$ cat src/rtl/sdram_port_arbiter_pkg.sv
// Shared command codes, address field widths and address packing for the
// SDRAM command-port arbiter.
package sdram_port_arbiter_pkg;

   localparam int PAGE_W = 3;
   localparam int ROW_W  = 9;
   localparam int COL_W  = 10;
   localparam int ADDR_W = PAGE_W + ROW_W + COL_W;
   localparam int DATA_W = 16;
   localparam int OP_W   = 2;

   localparam logic [OP_W-1:0] CMD_NONE  = 2'b00;
   localparam logic [OP_W-1:0] CMD_READ  = 2'b01;
   localparam logic [OP_W-1:0] CMD_WRITE = 2'b10;
   localparam logic [OP_W-1:0] CMD_REF   = 2'b11;

   typedef enum logic [1:0] {
      ST_IDLE  = 2'd0,
      ST_ISSUE = 2'd1,
      ST_BUSY  = 2'd2
   } arb_state_t;

   function automatic logic [ADDR_W-1:0] pack_addr(
      input logic [PAGE_W-1:0] page,
      input logic [ROW_W-1:0]  row,
      input logic [COL_W-1:0]  col
   );
      return {page, row, col};
   endfunction

endpackage

$ cat src/rtl/sdram_port_arbiter.sv
// Arbitrates refresh, TFT line-fetch reads and user pixel writes onto the single
// SDRAM controller command port, one outstanding command at a time.
module sdram_port_arbiter
   import sdram_port_arbiter_pkg::*;
#(
   parameter int RD_LEN     = 800,
   parameter int STARVE_MAX = 4,
   parameter int LEN_W      = 10
) (
   input  logic              clk,
   input  logic              sclr,
   input  logic              ref_req,
   output logic              ref_ack,
   input  logic              rd_req,
   input  logic [PAGE_W-1:0] rd_page,
   input  logic [ROW_W-1:0]  rd_row,
   output logic              rd_ack,
   output logic              rd_done,
   input  logic              wr_full,
   input  logic [DATA_W-1:0] wr_data,
   input  logic [PAGE_W-1:0] wr_page,
   input  logic [ROW_W-1:0]  wr_row,
   input  logic [COL_W-1:0]  wr_col,
   output logic              wr_ack,
   output logic              cmd_valid,
   input  logic              cmd_ready,
   output logic [OP_W-1:0]   cmd_op,
   output logic [ADDR_W-1:0] cmd_addr,
   output logic [LEN_W-1:0]  cmd_len,
   output logic [DATA_W-1:0] cmd_wdata,
   input  logic              cmd_done,
   output arb_state_t        dbg_state,
   output logic [2:0]        dbg_rd_streak
);

   localparam logic [2:0]       STREAK_MAX = 3'(STARVE_MAX);
   localparam logic [LEN_W-1:0] LEN_RD     = LEN_W'(RD_LEN);
   localparam logic [LEN_W-1:0] LEN_WR     = LEN_W'(1);

   arb_state_t        state_q, state_d;
   logic [OP_W-1:0]   op_q, op_d;
   logic [ADDR_W-1:0] addr_q, addr_d;
   logic [LEN_W-1:0]  len_q, len_d;
   logic [DATA_W-1:0] wdata_q, wdata_d;
   logic [2:0]        streak_q, streak_d;
   logic              wr_ack_q;
   logic              wr_pend, grant_wr, grant_rd, handshake;

   // Handshake: cmd_valid rises the cycle after a grant and the payload is frozen
   // until the cycle cmd_valid & cmd_ready are both high; that cycle is the accept.
   always_comb begin
      state_d   = state_q;
      op_d      = CMD_NONE;
      addr_d    = '0;
      len_d     = '0;
      wdata_d   = '0;
      streak_d  = streak_q;
      wr_pend   = wr_full & ~wr_ack_q;
      grant_wr  = ~ref_req & wr_pend & (~rd_req | (streak_q == STREAK_MAX));
      grant_rd  = ~ref_req & rd_req & ~grant_wr;
      handshake = (state_q == ST_ISSUE) & cmd_ready;
      cmd_valid = (state_q == ST_ISSUE);
      ref_ack   = handshake & (op_q == CMD_REF);
      rd_ack    = handshake & (op_q == CMD_READ);
      rd_done   = (state_q == ST_BUSY) & cmd_done & (op_q == CMD_READ);

      if (ref_req) begin
         op_d = CMD_REF;
      end else if (grant_rd) begin
         op_d   = CMD_READ;
         addr_d = pack_addr(rd_page, rd_row, '0);
         len_d  = LEN_RD;
      end else if (grant_wr) begin
         op_d    = CMD_WRITE;
         addr_d  = pack_addr(wr_page, wr_row, wr_col);
         len_d   = LEN_WR;
         wdata_d = wr_data;
      end

      case (state_q)
         ST_IDLE: begin
            if (ref_req | rd_req | wr_pend) state_d = ST_ISSUE;
            // Streak only counts reads that actually delay a waiting write.
            if (grant_wr || !wr_pend)
               streak_d = '0;
            else if (grant_rd && streak_q != STREAK_MAX)
               streak_d = streak_q + 3'd1;
         end
         ST_ISSUE: if (cmd_ready) state_d = ST_BUSY;
         ST_BUSY:  if (cmd_done)  state_d = ST_IDLE;
         default:  state_d = ST_IDLE;
      endcase
   end

   always_ff @(posedge clk) begin
      if (sclr) begin
         state_q  <= ST_IDLE;
         op_q     <= CMD_NONE;
         addr_q   <= '0;
         len_q    <= '0;
         wdata_q  <= '0;
         streak_q <= '0;
         wr_ack_q <= 1'b0;
      end else begin
         state_q  <= state_d;
         streak_q <= streak_d;
         if (state_q == ST_IDLE && state_d == ST_ISSUE) begin
            op_q    <= op_d;
            addr_q  <= addr_d;
            len_q   <= len_d;
            wdata_q <= wdata_d;
         end
         // Held until the FIFO shows empty so the stale word is never granted twice.
         if (handshake && op_q == CMD_WRITE)
            wr_ack_q <= 1'b1;
         else if (!wr_full)
            wr_ack_q <= 1'b0;
      end
   end

   assign wr_ack        = wr_ack_q;
   assign cmd_op        = op_q;
   assign cmd_addr      = addr_q;
   assign cmd_len       = len_q;
   assign cmd_wdata     = wdata_q;
   assign dbg_state     = state_q;
   assign dbg_rd_streak = streak_q;

endmodule

$ cat config.mk
export PLATFORM = sky130hd
export DESIGN_NAME = sdram_port_arbiter
export DESIGN_NICKNAME = d
export VERILOG_FILES = /design/src/rtl/sdram_port_arbiter_pkg.sv /design/src/rtl/sdram_port_arbiter.sv
export SDC_FILE = /design/constraint.sdc
export NUM_CORES = 1
export LEC_CHECK = 0
export CAP_MARGIN = 0
export CORE_AREA = 2 2 73 75
export DETAILED_ROUTE_END_ITERATION = 7
export DIE_AREA = 0 0 75 77
export HOLD_SLACK_MARGIN = 0.05
export PLACE_DENSITY_LB_ADDON = 0.05
export SYNTH_ARGS = -nofsm -noshare
export SYNTH_HDL_FRONTEND = slang
export SYNTH_SLANG_ARGS = --single-unit
$ cat constraint.sdc
create_clock -name clk -period 3.2 [get_ports clk]
set_input_delay 0.48 -clock clk [delete_from_list [all_inputs] [get_ports clk]]
set_output_delay 0.48 -clock clk [all_outputs]
set_load 0.02 [all_outputs]
Word level (Yosys, flattened, before mapping)

Index checks and enable logic that the tools add are counted.
W data, S select, Z words.

Bits of input ports: 57
Word-level logic and storage cells: 62
Bits in registers: 56

Bitwise operators: 17
Eq/ne operators: 9
Reduce and logical (&&, ||, !) cells: 8
Mux-type cells: 20
$add $sub $neg: 1

Operators by type and width:

| cell                  | count |
|---|---|
| $mux W22              | 3 |
| $mux W16              | 3 |
| $mux W10              | 2 |
| $mux W2               | 6 |
| $and A1 B1 Y1         | 10 |
| $eq A2 B1 Y1 const B  | 3 |
| $eq A2 B2 Y1 const B  | 3 |
| $mux W3               | 2 |
| $pmux W2 S3           | 1 |
| $not A1 Y1            | 4 |
| $add A3 B1 Y3 const B | 1 |
| $eq A3 B3 Y1 const B  | 1 |
| $logic_and A1 B1 Y1   | 3 |
| $mux W1               | 3 |
| $ne A3 B3 Y1 const B  | 1 |
| $or A1 B1 Y1          | 3 |
| $logic_not A2 Y1      | 1 |
| $ne A2 B1 Y1 const B  | 1 |
| $reduce_and A2 Y1     | 1 |
| $reduce_bool A2 Y1    | 1 |
| $logic_not A1 Y1      | 1 |
| $logic_or A1 B1 Y1    | 1 |

Depth between registers and ports, before layout

Depth in word-level cells: 9
Depth in mapped cells: 8
Gate-level depth less buffers: 6

Worst setup path after synthesis

OpenSTA, ideal clock, no wires.

Path kind: register to output
From: reg state_q[0], in the netlist dbg_state[0]
To: out ref_ack
Setup slack: 1,177 ps
Arrival: 1,543 ps
Cell stages (with the launch flop): 5
Required time: 2,720 ps
Buffers on the path: 1
Cell sequence: dfxtp_1 buf_2 nor2b_1 nand3_1 nor2_1

Longest elaborated chain between the ends: 3

RTL lines:

| what                   | line                      | source |
|---|---|---|
| from (decl)            | sdram_port_arbiter.sv:40  | `arb_state_t state_q, state_d;` |
| from (signal assigned) | sdram_port_arbiter.sv:105 | `state_q <= state_d;` |
| $eq A2 B1 Y1           | --                        |  |
| net cmd_valid          | sdram_port_arbiter.sv:25  | `output logic cmd_valid,` |
| $and A1 B1 Y1          | sdram_port_arbiter.sv:61  | `handshake = (state_q == ST_ISSUE) & cmd_ready;` |
| $and A1 B1 Y1          | sdram_port_arbiter.sv:63  | `ref_ack = handshake & (op_q == CMD_REF);` |
| to (decl)              | sdram_port_arbiter.sv:13  | `output logic ref_ack,` |

The timed path passes the listed nets, and every way through them passes these cells.

Worst setup path in the final report

From: reg state_q[0], in the netlist dbg_state[0]
To: out ref_ack

Longest elaborated chain between the ends: 3

RTL lines:

| what          | line |
|---|---|
| $eq A2 B1 Y1  | sdram_port_arbiter.sv:61 |
| $and A1 B1 Y1 | sdram_port_arbiter.sv:61 |
| $and A1 B1 Y1 | sdram_port_arbiter.sv:63 |

Every way passes these cells.

==> summary.txt <==
Global route
  – Total GRT Usage: 16.96%
  – Initial antenna violation count: 0
  – Pin count of the biggest net entering global routing: 39
  – Vias in the first global route: 1616
  – Grt total ovfl: 0
  – First-pass GRT wire length: just under 8000 um

Pwr
  – Comb pwr share: 20.3%
  – Peak VDD IR: 0.2145 mV
  – Sequential power share: 52.5%
  – Internal: 904.6 uW
  – Power Dens Cells: roughly 400 mW/mm^2
  – Switching part of the total: roughly a quarter
  – Clock power frac: 27.2%
  – Sw Pwr: 312.7 uW
  – Leakage: 0.001148 uW

Route
  – Final ANT Viol Nets: 0
  – Pre-antenna DRT Iters: 4
  – WL per Instance: 13.74 um
  – Vias: 1707
  – Vias per cell: 4.863
  – Detailed Route WL: 4824 um
  – Remaining DRCs: 0
  – Iter 0 DRT Violations: between 60 and 70

Clock tree
  – Sink Count: 48
  – Worst-Skew Late Latency: between 0.2 and 0.3 ns
  – Number of setup buffers added after CTS: 0
  – Root Buffer: clkbuf_8
  – Cts bufs inserted: 5
  – # H-tree levels: 2
  – Hold_buf cts: 0
  – CTS tree: yes
  – CTS resizes: 0
  – Clk pin slew, worst setup/hold paths: ~0.08 ns
  – Worst-case clock buffer depth: 2

Worst setup path
  – WP data arrival: around 1.9 ns
  – WP depth: 4
  – Critical path's slowest cell: clkdlybuf4s50_1
  – CP max stage delay: 0.61 ns
  – Crit path required time: 2.72 ns
  – Bufs and invs on worst path: 1
  – CP top delay family: buffers and inverters
  – Worst R2R Path Depth: 5
  – Worst setup EP type: output port
  – CP Class: reg -> out
  – Crit path max fanout: 9
  – CP Cell Sequence: nor2b_1 > nand3_1 > nor2_1 > clkdlybuf4s50_1
  – Startpoint Class: flop

Place
  – # port buffers: 110
  – Cells after DPL: 344
  – Final HPWL DP: ~3500 um
  – GP Congestion: 0.7627

Synthesis
  – Synth warn: 0
  – Async SR Flop Fraction: 0%
  – Post-synth top flop: dfxtp_1
  – Distinct cells, synth: 36
  – Post-synthesis cell count: 176
  – Sequential fraction of the synthesis area: 51.34%
  – Cell Area, Synth: 0.001872 mm^2
  – Post-Syn Area per Cell: between 10 and 15 um^2
  – Post-synth EDFFs: 0
  – Synthesized flop and latch total: 48

Status
  – Outcome: completed

Timing
  – Skew final: roughly 0.004 ns
  – Worst slew pin tran: 0.6892 ns
  – Setup violators final: 0
  – Setup TNS: 0 ns
  – Fin. max-slew vios: 0
  – Worst slew margin: 54.01%
  – Minimum clock period: 2.410 ns
  – Unrepaired setup endpoints after global routing: false
  – Max Clk Rate: 0.4149 GHz
  – Crit share post-route: around three quarters
  – Final Hold Vio Count: 0

Finish
  – Fraction of layout cells with a size suffix above 1: roughly 5%
  – Layout Cells excl Fill: 351
  – Diodes inserted: 0
  – Final-stage net count: 340
  – Fill cells: approximately 450
  – Area delta synth->final: 63.24%
  – Most frequent cells in the layout: clkdlybuf4s50_1 (110), dfxtp_1 (48), a22o_1 (26), a221o_1 (12), and2_1 (10)
  – Commonest non-fill, non-tap cell in the layout: clkdlybuf4s50_1

Worst hold path
  – Cells on Worst Hold Path: 1
  – Hold crit path type: reg -> reg

Die
  – Initial Util: a little under two fifths
  – Chip height: 77 um
  – Io pins: 117
  – Die area: 0.005775 mm^2
  – Core area: 0.004977 mm^2
  – DIE WIDTH: 75 um
  – Row count: 26

Job
  – MaxCap Viol Count: 0
## worst register-to-register path: stages, from the launching register on
cell and delay [ns]:
dfxtp_1 0.50, nor2_1 0.16, o31a_1 0.17, nor2_2 0.55, buf_4 0.37, a221o_1 0.18
## synthesized netlist by cell type (2+ instances only)
master,instances,area [um^2]
a2bb2oi_1,2,17.52
nor2_1,9,33.78
a22o_1,26,227.7
nor2b_1,2,12.51
clkbuf_1,2,7.510
nand2_1,6,22.52
nor3_1,3,15.01
buf_2,7,35.03
nand2b_1,3,18.77
a221o_1,12,120.1
a21oi_1,5,25.02
inv_1,5,18.77
buf_4,9,67.56
and2_1,10,62.56
o21ai_0,3,15.01
dfxtp_1,48,960.9
buf_6,2,22.52
ha_1,2,25.02
nand4_1,2,12.51
and2_0,2,12.51
## final timing paths
kind	from	endpoint	slack (ns)
setup reg to reg	dbg_state[1]	cmd_addr[10]	1.22
hold reg to reg	cmd_wdata[4]	cmd_wdata[4]	0.48
hold / removal	cmd_wdata[4]	cmd_wdata[4]	0.48
setup / recovery	dbg_state[0]	ref_ack	0.79
## metal layers
layer	wire (um)	track usage [%]	part of all wire, %
met1	2180	22.01	45
met3	416	5.519	8.6
met2	2131	25.96	44
met5	0	0	0
met4	96	6.071	2.0
## registers in the layout, indices dropped and copies added, names as in the netlist
register	flops
cmd_addr	22
cmd_wdata	16
dbg_rd_streak	3
cmd_len	2
cmd_op	2
dbg_state	2
wr_ack	1
## through the flow
step           total power (uW)  setup slack, ns  hold WS, ns  utilization, %  area (um^2)
4_1_cts                    1232           0.7717       0.4806           61.39         3055
6_report                   1217           0.7896       0.4786           61.39         3055
2_1_floorplan             770.4            1.177       0.5541               -         1891
3_3_place_gp              899.2           0.5902       0.4560           59.83         2978
3_5_place_dp              900.3           0.5482       0.4563           59.83         2978
5_1_grt                    1277           0.6353       0.4967           61.39         3055
## layout make-up
| class | instances | area (um^2) | share of cell area (%) |
|---|---|---|---|
| repair buffers | 113 | 1124 | 36.77 |
| multi-input cells | 108 | 787.0 | 25.76 |
| flip-flops and latches | 48 | 960.9 | 31.45 |
| clock inverters | 1 | 5.005 | 0.1638 |
| well taps | 70 | 87.58 | 2.867 |
| clock buffers | 6 | 72.57 | 2.375 |
| inverters | 5 | 18.77 | 0.6143 |
## cell families after synthesis
family,count (synthesis),share of synthesized area (%)
flip-flops,48,51.34
other,1,0.2003
AO/OA/AOI/OAI,56,25.60
adder cells (fa/ha/maj),2,1.337
multiplexers,1,0.5348
AND/OR/NAND/NOR,43,12.90
buffers and inverters,25,8.088
## power groups by stage
stage | registers (uW) | clock network [uW] | logic, uW
final | 639 | 331 | 247
after floorplan | 675 | 0 | 95.5
after CTS | 639 | 344 | 249
after global placement | 653 | 0 | 246
after detailed placement | 652 | 0 | 248
after global routing | 643 | 368 | 266
Note: power is estimated with default switching activity, not from simulation.
